===== src/rtl/bcd_pkg.sv =====
// bcd_pkg
//   Shared constants, FSM state type and helpers for the serial BCD adder.
//   - BCD_W / BCD_MAX / BCD_CORR : digit width, largest legal digit, decimal
//     correction constant
//   - state_t                    : sequencer states (IDLE, ADD, DONE)
//   - cnt_width()                : digit-counter width, ceil(log2(n)), min 1
//   - add4()                     : the 4-bit binary adder, {carry, sum}
package bcd_pkg;

  localparam int BCD_W    = 4;
  localparam int BCD_MAX  = 9;
  localparam int BCD_CORR = 6;

  typedef enum logic [1:0] {
    IDLE = 2'd0,
    ADD  = 2'd1,
    DONE = 2'd2
  } state_t;

  // Smallest w with 2**w >= digits; never below 1 so DIGITS=1 still gets a
  // legal counter register.
  function automatic int cnt_width(input int digits);
    int w;
    w = 1;
    while ((1 << w) < digits) begin
      w = w + 1;
    end
    return w;
  endfunction

  // 4-bit binary adder with carry-in; result is {carry_out, sum[3:0]}.
  function automatic logic [4:0] add4(input logic [3:0] x,
                                      input logic [3:0] y,
                                      input logic       ci);
    return {1'b0, x} + {1'b0, y} + {4'b0000, ci};
  endfunction

endpackage


===== src/rtl/bcd_digit_add.sv =====
// bcd_digit_add
//   Combinational single-digit BCD adder: binary add of the two digits and
//   carry, a >9 detect on the 5-bit binary result, then a +6 correction add.
//   Ports:
//     a, b  in  4  operand digits (values above 9 are accepted unchecked)
//     cin   in  1  decimal carry in
//     sum   out 4  corrected decimal digit
//     cout  out 1  decimal carry out
module bcd_digit_add
  import bcd_pkg::*;
(
  input  logic [BCD_W-1:0] a,
  input  logic [BCD_W-1:0] b,
  input  logic             cin,
  output logic [BCD_W-1:0] sum,
  output logic             cout
);

  logic [BCD_W:0] bin_t;
  logic [BCD_W:0] corr_t;
  logic           gt9;

  assign bin_t  = add4(a, b, cin);
  assign corr_t = add4(bin_t[BCD_W-1:0], 4'(BCD_CORR), 1'b0);

  // t > 9 when the binary add overflowed (16..19) or the low nibble is 10..15.
  assign gt9 = bin_t[BCD_W] | (bin_t[BCD_W-1:0] > 4'(BCD_MAX));

  assign sum = gt9 ? corr_t[BCD_W-1:0] : bin_t[BCD_W-1:0];

  // A low nibble of 10..15 is exactly the case where +6 carries out of bit 3,
  // so the decimal carry is the OR of both adder carries (equivalent to gt9).
  assign cout = bin_t[BCD_W] | corr_t[BCD_W];

endmodule


===== src/rtl/bcd_serial_accumulator.sv =====
// bcd_serial_accumulator
//   Multi-digit BCD adder sequencer. Latches two packed DIGITS-digit BCD
//   operands and adds one digit pair per cycle, least-significant first,
//   through a single time-shared bcd_digit_add stage. The decimal carry
//   ripples through a register; the packed result is offered with a
//   valid/ready handshake.
//   Parameter: DIGITS (1..16) digits per operand.
//   Ports:
//     clk, rst             clock, asynchronous active-high reset
//     in_valid / in_ready  operand handshake (ready only in IDLE)
//     a, b                 packed BCD operands, digit i at [4i+3:4i]
//     cin                  decimal carry into digit 0
//     sum, cout            registered packed result and top-digit carry
//     out_valid/out_ready  result handshake (valid only in DONE)
//     err                  sticky non-BCD operand digit flag; port and logic
//                          exist only when BCD_DIGIT_CHECK_EN is defined
module bcd_serial_accumulator
  import bcd_pkg::*;
#(
  parameter int DIGITS = 4
) (
  input  logic                  clk,
  input  logic                  rst,
  input  logic                  in_valid,
  output logic                  in_ready,
  input  logic [4*DIGITS-1:0]   a,
  input  logic [4*DIGITS-1:0]   b,
  input  logic                  cin,
  output logic [4*DIGITS-1:0]   sum,
  output logic                  cout,
  output logic                  out_valid,
`ifdef BCD_DIGIT_CHECK_EN
  output logic                  err,
`endif
  input  logic                  out_ready
);

  localparam int W  = BCD_W * DIGITS;
  localparam int CW = cnt_width(DIGITS);

  state_t          state_reg;
  state_t          state_next;
  logic [W-1:0]    a_reg;
  logic [W-1:0]    b_reg;
  logic            carry_reg;
  logic [CW-1:0]   cnt_reg;
  logic [W-1:0]    sum_reg;
  logic [W-1:0]    sum_next;
  logic            cout_reg;
  logic            accept;
  logic            last_digit;
  logic [DIGITS-1:0] dig_we;
  logic [BCD_W-1:0]  dig_sum;
  logic              dig_cout;

  // Operand registers shift right one digit per ADD cycle, so the active
  // digit pair is always in the bottom nibble.
  bcd_digit_add u_digit (
    .a    (a_reg[BCD_W-1:0]),
    .b    (b_reg[BCD_W-1:0]),
    .cin  (carry_reg),
    .sum  (dig_sum),
    .cout (dig_cout)
  );

  assign last_digit = (cnt_reg == CW'(DIGITS - 1));

  // ---------------------------------------------------------------- FSM
  always_ff @(posedge clk or posedge rst) begin
    if (rst) begin
      state_reg <= IDLE;
    end else begin
      state_reg <= state_next;
    end
  end

  always_comb begin
    state_next = state_reg;
    in_ready   = 1'b0;
    out_valid  = 1'b0;
    accept     = 1'b0;
    case (state_reg)
      IDLE: begin
        in_ready = 1'b1;
        if (in_valid) begin
          accept     = 1'b1;
          state_next = ADD;
        end
      end
      ADD: begin
        if (last_digit) begin
          state_next = DONE;
        end
      end
      DONE: begin
        // in_valid is not looked at here: an accept can only happen once
        // the FSM is back in IDLE, the cycle after the output handshake.
        out_valid = 1'b1;
        if (out_ready) begin
          state_next = IDLE;
        end
      end
      default: begin
        state_next = IDLE;
      end
    endcase
  end

  // ------------------------------------------------------ digit write-back
  genvar gi;
  generate
    for (gi = 0; gi < DIGITS; gi++) begin : g_digit
      assign dig_we[gi] = (state_reg == ADD) && (cnt_reg == CW'(gi));
      assign sum_next[gi*BCD_W +: BCD_W] =
        dig_we[gi] ? dig_sum : sum_reg[gi*BCD_W +: BCD_W];
    end
  endgenerate

  // ------------------------------------------------------------ datapath
  always_ff @(posedge clk or posedge rst) begin
    if (rst) begin
      a_reg     <= '0;
      b_reg     <= '0;
      carry_reg <= 1'b0;
      cnt_reg   <= '0;
      sum_reg   <= '0;
      cout_reg  <= 1'b0;
    end else begin
      sum_reg <= sum_next;
      if (accept) begin
        a_reg     <= a;
        b_reg     <= b;
        carry_reg <= cin;
        cnt_reg   <= '0;
      end else if (state_reg == ADD) begin
        a_reg     <= a_reg >> BCD_W;
        b_reg     <= b_reg >> BCD_W;
        carry_reg <= dig_cout;
        cnt_reg   <= cnt_reg + CW'(1);
        if (last_digit) begin
          cout_reg <= dig_cout;
        end
      end
    end
  end

  assign sum  = sum_reg;
  assign cout = cout_reg;

`ifdef BCD_DIGIT_CHECK_EN
  // chk_reg accumulates during ADD; err_reg is loaded with the final value on
  // the edge into DONE so err never shows a partial verdict.
  logic chk_reg;
  logic err_reg;
  logic dig_bad;

  assign dig_bad = (a_reg[BCD_W-1:0] > 4'(BCD_MAX)) ||
                   (b_reg[BCD_W-1:0] > 4'(BCD_MAX));

  always_ff @(posedge clk or posedge rst) begin
    if (rst) begin
      chk_reg <= 1'b0;
      err_reg <= 1'b0;
    end else if (accept) begin
      chk_reg <= 1'b0;
      err_reg <= 1'b0;
    end else if (state_reg == ADD) begin
      chk_reg <= chk_reg | dig_bad;
      if (last_digit) begin
        err_reg <= chk_reg | dig_bad;
      end
    end
  end

  assign err = err_reg;
`endif

endmodule


===== config.mk =====
export PLATFORM = sky130hd
export DESIGN_NAME = bcd_serial_accumulator
export DESIGN_NICKNAME = d
export VERILOG_FILES = /design/src/rtl/bcd_pkg.sv /design/src/rtl/bcd_digit_add.sv /design/src/rtl/bcd_serial_accumulator.sv
export SDC_FILE = /design/constraint.sdc
export NUM_CORES = 1
export LEC_CHECK = 0
export BUFFER_PORTS_ARGS = -buffer_cell sky130_fd_sc_hd__buf_2
export CORE_MARGIN = 2
export CORE_UTILIZATION = 50
export DETAILED_ROUTE_END_ITERATION = 8
export PLACE_DENSITY = 0.74
export SYNTH_ARGS = -nofsm -noshare
export SYNTH_HDL_FRONTEND = slang
export SYNTH_SLANG_ARGS = --single-unit

===== constraint.sdc =====
create_clock -name clk -period 6.6 [get_ports clk]
set_clock_uncertainty 0.2 [all_clocks]
set_input_delay 0.33 -clock clk [delete_from_list [all_inputs] [get_ports clk]]
set_output_delay 0.33 -clock clk [all_outputs]
set_load 0.03 [all_outputs]

# Word-level counts from Yosys, hierarchy flattened
# Index checks and enable logic that the tools add are counted.
# word_totals
output_inout_bits,19
inputBits,37
elab_cells,52
reg_bits,54
# op_classes
magnitude_cmp,1
eq_ne,8
n_bitwise,3
n_reduce_logical,9
muxes,17
addsub,4
# ops
cell,n
16-bit two-way mux,4
2-bit two-way mux,5
"2-bit == test, second input constant",3
1-bit two-way mux,6
"2-bit != test, second input constant",3
2-bit case mux with 3 select lines,1
3-bit AND reduction,2
"4-bit by 3-bit adder with 5-bit output, second input constant",1
4-bit by 4-bit adder with 5-bit output,1
5-bit by 1-bit adder with 5-bit output,1
"2-bit by 1-bit == test with 1-bit output, second input constant",2
"4-bit > comparator, second input constant",1
1-bit logical AND,4
2-bit logical NOT,2
4-bit two-way mux,1
"2-bit by 1-bit adder with 2-bit output, second input constant",1
1-bit OR,2
2-bit nonzero test,1
1-bit inverter,1

# Longest topological paths before layout
# Gate-level depths: netlist (run 1).
# depth
depth_word,6
mapped_depth,8
ltp_nobuf,8

# By module
# Synthesis (run 1) repeated with hierarchy kept, for this count alone.
# hier_totals
cells_unflattened,249
hier_area_um2,2710.1
# modules_own_cells
module,instances,cells_per_inst,area_each_um2,seq_area_each_um2
bcd_serial_accumulator,1,224,2498.6,1351.3
bcd_digit_add,1,25,211.5,0.0

# Worst setup path after synthesis (run 1)
# No wires, ideal clock.
# synth_path
kind,register to register
start,register a_reg[0]
end,register sum_reg[11] (netlist: sum[11])
path_buffers,0
t_arrival_ns,2.191
setup_ns,0.131
path_slack_ns,4.078
path_stages_with_launch,9
required_ns,6.269
synth_period_minus_slack_ns,2.522
path_cell_list,dfrtp_1 -> inv_1 -> fa_1 -> fa_1 -> xor2_2 -> ha_1 -> o21bai_1 -> mux2i_1 -> o21ai_1
# synth_between
elab_chain_cells,5
elab_cells_between_ends,6
cone_classes,add/sub: 3; order compare: 1; mux: 1; bitwise: 1
# synth_lines
element,line,source
from (decl),bcd_serial_accumulator.sv:43,logic [W-1:0] a_reg;
from (signal assigned),bcd_serial_accumulator.sv:136,a_reg <= a_reg >> BCD_W;
4-bit by 4-bit adder with 5-bit output *,bcd_pkg.sv:35,"return {1'b0, x} + {1'b0, y} + {4'b0000, ci};"
5-bit by 1-bit adder with 5-bit output *,bcd_pkg.sv:35,
4-bit > comparator,bcd_digit_add.sv:27,assign gt9 = bin_t[BCD_W] | (bin_t[BCD_W-1:0] > 4'(BCD_MAX));
1-bit OR,bcd_digit_add.sv:27,
4-bit two-way mux *,bcd_digit_add.sv:29,assign sum = gt9 ? corr_t[BCD_W-1:0] : bin_t[BCD_W-1:0];
to (signal assigned),bcd_serial_accumulator.sv:129,sum_reg <= sum_next;
to (decl),bcd_serial_accumulator.sv:47,logic [W-1:0] sum_reg;
# Mark *: on every way between the ends. The rest lies on a longest branch, timed or not.
# A chain may end at the register's enable or synchronous reset.

# Worst setup path after layout (run 1)
# layout_path
start,register b_reg[0]
end,register sum_reg[9] (netlist: sum[9])
# layout_between
elab_chain_cells,5
elab_cells_between_ends,6
cone_classes,add/sub: 3; order compare: 1; mux: 1; bitwise: 1
# layout_lines
element,line,source
from (decl),bcd_serial_accumulator.sv:44,logic [W-1:0] b_reg;
from (signal assigned),bcd_serial_accumulator.sv:137,b_reg <= b_reg >> BCD_W;
4-bit by 4-bit adder with 5-bit output *,bcd_pkg.sv:35,
5-bit by 1-bit adder with 5-bit output *,bcd_pkg.sv:35,
4-bit > comparator,bcd_digit_add.sv:27,
1-bit OR,bcd_digit_add.sv:27,
4-bit two-way mux *,bcd_digit_add.sv:29,
# Marked as above.

==> metrics.csv, run 1 <==
metric,value,unit
worstPathMaxFanout,7,
grt_max_degree,55,
n_antenna_cell,0,
power.leakage,1.54,nW
die_h,75.6,um
clk_path_buf_depth,2,
seq_area_frac_synth,0.528,
critPathMostFrequentCell,fa_1,
yosysTopAreaCell,dfrtp_1,
synth_top_family_by_area,simple AND/OR/NAND/NOR gates,
grt_pass1_wl,8510,um
cts_hold_buf,0,
htree_levels,2,
synth_xor_area_frac,0.0132,
drc,0,
end_kind,flop,
die_area,5710,sq um
drtIter0Drc,89,
grt.total_usage,0.199,
hold_viol_final,0,
gr-total-overflow,0,
port_buffers,55,
fin_cells,392,
routed_wl,5260,um
cp.arrival,2.77,ns
outcome,"complete, no violations",
synth_compound_area_frac,0.166,
route.vias.total,2040,
async_flop_share,1.00,
fin_crit_sh,0.421,
synthFlopType,dfrtp_1,
ios,56,
grt_setup_unrepaired,no,
gp_congestion,0.841,
post_cts_buffers,0,
via_per_inst,5.20,
syn2layout_area_growth,16.8,%
crit_required,6.59,ns
ys_warn_count,0,
synth_common_cells,"nand2_1, dfrtp_1, a22oi_1",
cts_sinks,54,
cts-root-buf,clkbuf_8,
setup_viol,0,
synth.avg_cell_area,9.45,sq um
drv_slew,0,
dieWidth,75.6,um
fillCellCount,467,
crit_type,reg -> reg,
syn-num-nets,318,
synthAdderAreaFrac,0.0547,
yosys.area_share.simple,0.194,
cts_resized,0,
cts_made_buffers,5,
antenna_left,0,
period_needed,2.78,ns
syn-cell-area,2560,sq um
core,5010,sq um
cp_slowest_stage_delay,0.52,ns
slew_headroom,0.274,
synth_mux_area_frac,0.00391,
tightest_slew,1.09,ns
slowest_stage,fa_1,
clock_latency,0.31,ns
drive_gt1_frac,0.230,
num_rows,26,
drt_first_pass_iters,4,
cts_tree,built,
hp-class,in -> reg,
start_util,0.511,
path_cells,"inv_1, fa_1, fa_1, xor2_2, a2bb2oi_1, o41ai_2, o31a_2, o21ai_2",
hpwlAfterDp,3750,um
synth-seq-cells,54,
setup_tns,0,ns
grt_antenna_before_repair,0,
synth_top_area_share,0.528,
pwr_density_cell,604,nW/um^2
fmax,0.360,GHz
critical_path.top_delay_family,adder cells,
grt_pass1_vias,1860,
synth_edf_count,0,
wl_per_cell,13.4,um
dpl.cell_count,384,
final_util,0.597,
critPathBufInv,1,
clk_pin_slew_worst_paths,0.09,ns
start_kind,flop,
syn-instance-count,271,
maxCapViolCount,0,
ys_types,36,
ir_worst_vdd,0.261,mV
synth_most_common_cell,nand2_1,
fin_nets,368,
synthTopCellsByArea,"dfrtp_1, nand2_1, a22oi_1",
metal layers:
metal  GRT usage  vias to the layer above  share of wire
li1            -                     1014              -
met1       0.263                      956           0.43
met2       0.325                       59           0.50
met3      0.0397                       11          0.049
met4      0.0760                        0          0.018
met5           0                        -              0
worst paths after layout:
check / start / to / slack [ns] / cells after the start
max in group asynchronous: rst / b_reg[2] / 5.45 / 2
hold / removal: b[15] / b_reg[15] / 0.007 / 3
setup / recovery: b_reg[0] / sum[9] / 3.82 / 8
setup reg to reg: b_reg[0] / sum[9] / 3.82 / 8
min in group asynchronous: rst / sum[0] / 0.09 / 2
hold reg to reg: sum[13] / sum[13] / 0.28 / 2
cells by family after synthesis:
group	Yosys count
AOI/OAI and AO/OA	61
xor gates and xnor gates	3
adders and majority gates	10
buffers and inverters	24
DFF	54
muxes	1
and+or+nand+nor	118
area by class of cell:
cell class,instances,area [sq um],share of cell area
Clock inverter,2,37.5,0.0126
Tap cell,70,87.6,0.0293
Clock buffer,6,72.6,0.0243
Inverter,9,33.8,0.0113
Multi-Input combinational cell,193,1110,0.371
Timing Repair Buffer,58,298,0.0996
Sequential cell,54,1350,0.452
report_power, final:
part / switching [W] / leakage [nW] / internal (W)
registers: 0.0000783 / 0.687 / 0.000481
logic: 0.000654 / 0.798 / 0.000374
clock network: 0.000104 / 0.0514 / 0.000113
cell usage in the layout, fill, tap and decap left out, drive strengths merged:
cell type,n
nand2,85
buf,58
dfrtp,54
o21ai,22
a22oi,20
nand3,10
inv,9
ha,8
a21oi,6
nor3,6
clkbuf,6
nor2,5
nand2b,4
a221o,4
nor2b,4
xnor2,2
fa,2
nand3b,1
a211oi,1
o2bb2ai,1
or3,1
o32ai,1
and2b,1
xor2,1
a2bb2oi,1
o2111a,1
o41ai,1
o31a,1
o21bai,1
mux2i,1
and2,1
o31ai,1
bufinv,1
clkinvlp,1
worst min-delay path: cells and delay by family:
family	cells	cell delay, ns
buf+inv	1	0.08
simple gates	2	0.08
metrics by stage:
stage | worst slack, ns | cell area (sq um) | total power [W] | hold WS [ns]
finish | 3.82 | 2990 | 0.00180 | 0.00706
global route | 3.62 | 2990 | 0.00198 | 0.0126
CTS | 3.80 | 2990 | 0.00183 | 0.0000280
detailed placement | 3.84 | 2880 | 0.00160 | 0.264
global placement | 3.92 | 2880 | 0.00157 | 0.257
floorplan | 4.08 | 2560 | 0.00138 | 0.235
Note: power is estimated with default switching activity, not from simulation.
==> inputs of run 2 (changes only) <==
--- a/config.mk
+++ b/config.mk
@@ -7,9 +7,9 @@
 export LEC_CHECK = 0
 export BUFFER_PORTS_ARGS = -buffer_cell sky130_fd_sc_hd__buf_2
 export CORE_MARGIN = 2
-export CORE_UTILIZATION = 50
+export CORE_UTILIZATION = 49
 export DETAILED_ROUTE_END_ITERATION = 8
-export PLACE_DENSITY = 0.74
+export PLACE_DENSITY = 0.76
 export SYNTH_ARGS = -nofsm -noshare
 export SYNTH_HDL_FRONTEND = slang
 export SYNTH_SLANG_ARGS = --single-unit
==> constraint.sdc (replaced) <==
create_clock -name clk -period 2.25 [get_ports clk]
set_clock_uncertainty 0.2 [all_clocks]
set_input_delay 0.1125 -clock clk [delete_from_list [all_inputs] [get_ports clk]]
set_output_delay 0.1125 -clock clk [all_outputs]
set_load 0.03 [all_outputs]
==> run 2 against run 1 <==
The run now ends with negative setup slack left. Core utilization increased by 9.6 points. Worst hold slack improved by 0.15 ns. Sequential cell count unchanged. Total power increased to 3.3 times the previous value. Highest routed layer unchanged. First-iteration DRC count increased by 97%.
==> metrics.csv, run 2 (synthesis results as in run 1) <==
metric,value,unit,change
drc,0,,unchanged
met2_usage,0.396,,+0.0718
path_cells,"inv_2, fa_2, fa_2, xor2_4, ha_2, o21bai_1, mux2i_1, buf_4, o21ai_1",,
setup_viol,12,,+12
use_met1,0.279,,+0.0160
core,5070,sq um,+1.3%
maxCapViolCount,0,,unchanged
via_per_inst,5.08,,-2.4%
ir_worst_vdd,0.912,mV,+250%
period_needed,2.41,ns,-0.362 ns
grt.total_usage,0.227,,+0.0278
grt_setup_unrepaired,yes,,
gp_congestion,0.885,,+5.2%
grt.busiest_layer,met2,,
grt_max_degree,55,,unchanged
cts_sinks,54,,unchanged
slew_headroom,0.700,,+0.426
syn2layout_area_growth,37.3,%,
critPathMostFrequentCell,fa_2,,
drt_first_pass_iters,4,,unchanged
dieWidth,76.3,um,+0.96%
power.leakage,1.77,nW,+15%
htree_levels,2,,unchanged
final_util,0.693,,+0.0959
port_buffers,55,,unchanged
die_area,5820,sq um,+1.9%
antenna_left,0,,unchanged
clock_latency,0.31,ns,about the same
grt_antenna_before_repair,0,,unchanged
hpwlAfterDp,3780,um,+0.86%
cp.arrival,2.40,ns,-0.37 ns
start_kind,flop,,
clk_path_buf_depth,2,,unchanged
routed_wl,6060,um,+15%
start_util,0.505,,-0.00655
tightest_slew,0.450,ns,-0.637 ns
cp_slowest_stage_delay,0.42,ns,-0.10 ns
ios,56,,unchanged
crit_type,reg -> reg,,
fillCellCount,406,,-13%
final_common_cell,nand2_1,,
grt_pass1_wl,10600,um,+25%
hp-class,in -> reg,,
failed_checks,negative setup slack,,
fin_ws,-0.165,ns,-3.99 ns
cts-root-buf,clkbuf_8,,
pwr_density_cell,1700,nW/um^2,+180%
hold_viol_final,0,,unchanged
worstPathMaxFanout,4,,-3
drv_slew,0,,unchanged
n_antenna_cell,0,,unchanged
drtIter0Drc,175,,+97%
fmax,0.414,GHz,+15%
gr-total-overflow,0,,unchanged
num_rows,26,,unchanged
fin_nets,420,,+14%
grt_use_met3,0.0415,,+0.00179
crit_required,2.23,ns,-4.36 ns
wl_per_cell,13.7,um,+2.0%
hold_ws,0.155,ns,+0.148 ns
layout_common_cells,"nand2_1, buf_2, dfrtp_1, dlygate4sd3_1, a22oi_1",,
drive_gt1_frac,0.273,,+0.0436
fin_crit_sh,1.07,,+0.653
grt_pass1_vias,2323,,+25%
clk_pin_slew_worst_paths,0.09,ns,about the same
outcome,"complete, but fails checks",,
route.vias.total,2249,,+10%
cts_made_buffers,5,,unchanged
die_h,76.3,um,+0.96%
end_kind,flop,,
cts_tree,built,,
slowest_stage,fa_2,,
==> run 2: cell count changes in the layout (fill, tap and decap cells not counted), sizes merged <==
cell and change:
dlygate4sd3 +35, inv +1, clkinvlp -1, clkinv +1, clkbuf -1, buf +17
bufinv -1
==> run 2: timing repair <==
| action | in CTS | in global routing |
|---|---|---|
| resized for setup | 3 | 2 |
| setup endpoints to repair | 13 | 14 |
| pin swaps | 1 | 2 |
| cloned | 0 | 0 |
| buffers inserted | 3 | 2 |
| hold buffers | 35 | 0 |
| endpoints found under the hold margin | 88 | 0 |
==> run 2: layout make-up <==
class	count	area (sq um)	area share
clock inverter	2	13.8	0.00391
timing repair buffer	110	788	0.224
sequential	54	1350	0.384
clock buffer	5	68.8	0.0196
tap	70	87.6	0.0249
inverter	9	33.8	0.00961
multi-input combinational	193	1170	0.333
==> run 2: critical path, delay by kind of cell, from the launching register on <==
kind / cells / cell delay (ns)
buffers and inverters: 2 / 0.20
AOI/OAI and AO/OA: 2 / 0.22
xor gates and xnor gates: 1 / 0.19
muxes: 1 / 0.13
adders and majority gates: 3 / 1.02
DFF: 1 / 0.35
==> run 2: stage by stage <==
stage / cells / power (W) / area, sq um / setup slack, ns / setup TNS (ns)
finish: 443 / 0.00599 / 3520 / -0.165 / -1.70
global route: 443 / 0.00655 / 3520 / -0.274 / -3.25
global placement: 396 / 0.00501 / 3010 / -0.120 / -1.26
detailed placement: 396 / 0.00511 / 3010 / -0.167 / -1.80
floorplan: 271 / 0.00419 / 2590 / -0.0620 / -0.640
CTS: 441 / 0.00591 / 3490 / -0.147 / -1.44
==> run 2: where the power goes <==
part | switching, W | total, W | internal, W
registers | 0.000237 | 0.00165 | 0.00141
clock network | 0.000308 | 0.000524 | 0.000216
logic | 0.00221 | 0.00382 | 0.00161
==> run 2: path summary, 6_finish.rpt <==
| path | from | end | slack [ns] | cells past startpoint |
|---|---|---|---|---|
| max in group asynchronous | rst | sum[5] | 1.42 | 4 |
| worst max register to register | carry_reg | sum[15] | -0.16 | 9 |
| worst min-delay path | in_valid | state_reg[0] | 0.16 | 3 |
| worst min register to register | a_reg[10] | a_reg[10] | 0.28 | 2 |
| min in group asynchronous | rst | a_reg[8] | 0.21 | 4 |
| worst max-delay path | carry_reg | sum[15] | -0.16 | 9 |
==> run 2: routing by layer <==
metal | up-vias | share of wire | wire [um]
met5 | - | 0 | 0
met4 | 0 | 0.024 | 143
met3 | 18 | 0.051 | 306
met2 | 76 | 0.50 | 3020
met1 | 1032 | 0.43 | 2590
li1 | 1123 | - | -
==> inputs of run 3 (changes only) <==
--- a/config.mk
+++ b/config.mk
@@ -9,7 +9,7 @@
 export CORE_MARGIN = 2
 export CORE_UTILIZATION = 49
 export DETAILED_ROUTE_END_ITERATION = 8
-export PLACE_DENSITY = 0.76
+export PLACE_DENSITY_LB_ADDON = 0.2
 export SYNTH_ARGS = -nofsm -noshare
 export SYNTH_HDL_FRONTEND = slang
 export SYNTH_SLANG_ARGS = --single-unit
==> run 3 against run 2 <==
The run still ends with negative setup slack left. Die area unchanged. Non-clock buffer count fell by 4. Via count is 0.36% higher. Routed wire length increased by 2.3%. First-iteration DRC count grew 1.1%. Total power down 0.78%. Fmax barely moved. Sequential cell count unchanged. Sequential share of layout area increased by 0.25 points. Worst setup slack worse by 0.00050 ns. Final cell count down 0.90%. Sequential power hardly changed. Critical path type unchanged.
==> metrics.csv, run 3 (synthesis results as in run 1) <==
metric,value,unit,change
outcome,"complete, but fails checks",,
failed_checks,negative setup slack,,
period_needed,2.42,ns,+0.000501 ns
ir_worst_vdd,0.817,mV,-10%
hold_ws,0.180,ns,+0.0247 ns
p_sw,0.00268,W,-2.6%
start_kind,flop,,
power.leakage,1.76,nW,-0.67%
pwr_density_cell,1700,nW/um^2,-0.14%
slew_headroom,0.645,,-0.0548
gp_congestion,0.758,,-14%
drive_gt1_frac,0.257,,-0.0160
clk_path_buf_depth,2,,unchanged
num_rows,26,,unchanged
ios,56,,unchanged
drtIter0Drc,177,,+1.1%
p_int,0.00327,W,+0.77%
clock_latency,0.31,ns,about the same
grt_antenna_before_repair,0,,unchanged
wl_met2,3030,um,+0.50%
fin_crit_sh,1.07,,about the same
die_h,76.3,um,unchanged
antenna_left,0,,unchanged
tightest_slew,0.532,ns,+0.0814 ns
route.vias.total,2257,,+0.36%
hp-class,in -> async,,
setup_viol,12,,unchanged
fin_nets,416,,-0.95%
cp.arrival,2.40,ns,about the same
drv_slew,0,,unchanged
worstPathMaxFanout,6,,+2
end_kind,flop,,
fin_cells,439,,-0.90%
dpl.cell_count,393,,-0.76%
hpwlAfterDp,3890,um,+2.9%
maxCapViolCount,0,,unchanged
layout_common_cells,"nand2_1, buf_2, dfrtp_1, dlygate4sd3_1, a22oi_1",,
p_clk_frac,0.111,,+0.024
cts_sinks,54,,unchanged
grt_pass1_vias,2268,,-2.4%
syn2layout_area_growth,36.4,%,
final_common_cell,nand2_1,,
power_frac_comb,0.611,,-0.027
crit_required,2.23,ns,about the same
htree_levels,2,,unchanged
cts_tree,built,,
wl_per_cell,14.1,um,+3.2%
die_area,5820,sq um,unchanged
fmax,0.414,GHz,about the same
wl_met1,2790,um,+7.6%
n_antenna_cell,0,,unchanged
fin_ws,-0.165,ns,-0.000501 ns
via_per_inst,5.14,,+1.3%
power.share.sequential,0.277,,+0.002
core,5070,sq um,unchanged
top_layer,met4,,
dieWidth,76.3,um,unchanged
grt.total_usage,0.227,,+0.000479
grt_pass1_wl,10700,um,+0.46%
drc,0,,unchanged
crit_type,reg -> reg,,
grt_max_degree,32,,-42%
switching_share,0.451,,-0.00839
routed_wl,6200,um,+2.3%
clk_pin_slew_worst_paths,0.09,ns,about the same
cts-root-buf,clkbuf_8,,
hold_viol_final,0,,unchanged
route.met3.wl,227,um,-26%
start_util,0.505,,unchanged
port_buffers,55,,unchanged
final_util,0.688,,-0.00444
drt_first_pass_iters,4,,unchanged
gr-total-overflow,0,,unchanged
cts_made_buffers,5,,unchanged
grt_setup_unrepaired,yes,,
## run 3: cell type report
type                            instances  area [sq um]
Fill cell                             396          1580
Sequential cell                        54          1350
Multi-Input combinational cell        193          1150
Timing Repair Buffer                  106           758
Tap cell                               70          87.6
Clock buffer                            6          82.6
Inverter                                9          33.8
Clock inverter                          1          30.0
## run 3: metrics by stage
stage          TNS [ns]  total power, W  area (sq um)  setup slack [ns]
3_3_place_gp      -1.67         0.00500          2990            -0.149
3_5_place_dp      -2.08         0.00508          2990            -0.205
4_1_cts           -1.56         0.00593          3490            -0.176
5_1_grt           -3.07         0.00646          3490            -0.295
6_report          -1.50         0.00595          3490            -0.165
2_1_floorplan    -0.640         0.00419          2590           -0.0620
## run 3: what timing repair did
item,in CTS,in global routing
setup buffers,3,1
endpoints found under the setup margin,14,14
pin swaps,3,0
hold buffers,35,0
endpoints found under the hold margin,57,0
resized for setup,1,0
## run 3: worst paths after layout
path | from | to | slack, ns | cells after the start
worst min register to register | b_reg[7] | b_reg[7] | 0.28 | 2
max in group asynchronous | rst | b_reg[2] | 1.11 | 4
worst max register to register | carry_reg | sum[5] | -0.17 | 8
worst min-delay path | rst | a_reg[15] | 0.18 | 3
worst max-delay path | carry_reg | sum[5] | -0.17 | 8
min in group clk | in_valid | cnt_reg[1] | 0.18 | 4
## run 3: critical path, cell delays in order, from the launching register on
cell and delay, ns:
dfrtp_1 0.35, inv_2 0.05, fa_2 0.40, fa_2 0.41
xor2_2 0.21, a2bb2oi_2 0.09, o41ai_2 0.28, o31a_2 0.24
o21ai_1 0.07
## run 3: power by group through the flow
stage	logic, W	registers, W	clock network (W)
after floorplan	0.00233	0.00186	0
after global placement	0.00335	0.00165	0
after detailed placement	0.00341	0.00166	0
after CTS	0.00362	0.00165	0.000671
after global routing	0.00405	0.00171	0.000699
final	0.00364	0.00165	0.000661
## run 3: routing by layer
layer  vias up  global-route usage
met5         -                   0
met4         0              0.0891
met3        16              0.0367
met2        55               0.369
met1      1063               0.307
li1       1123                   -
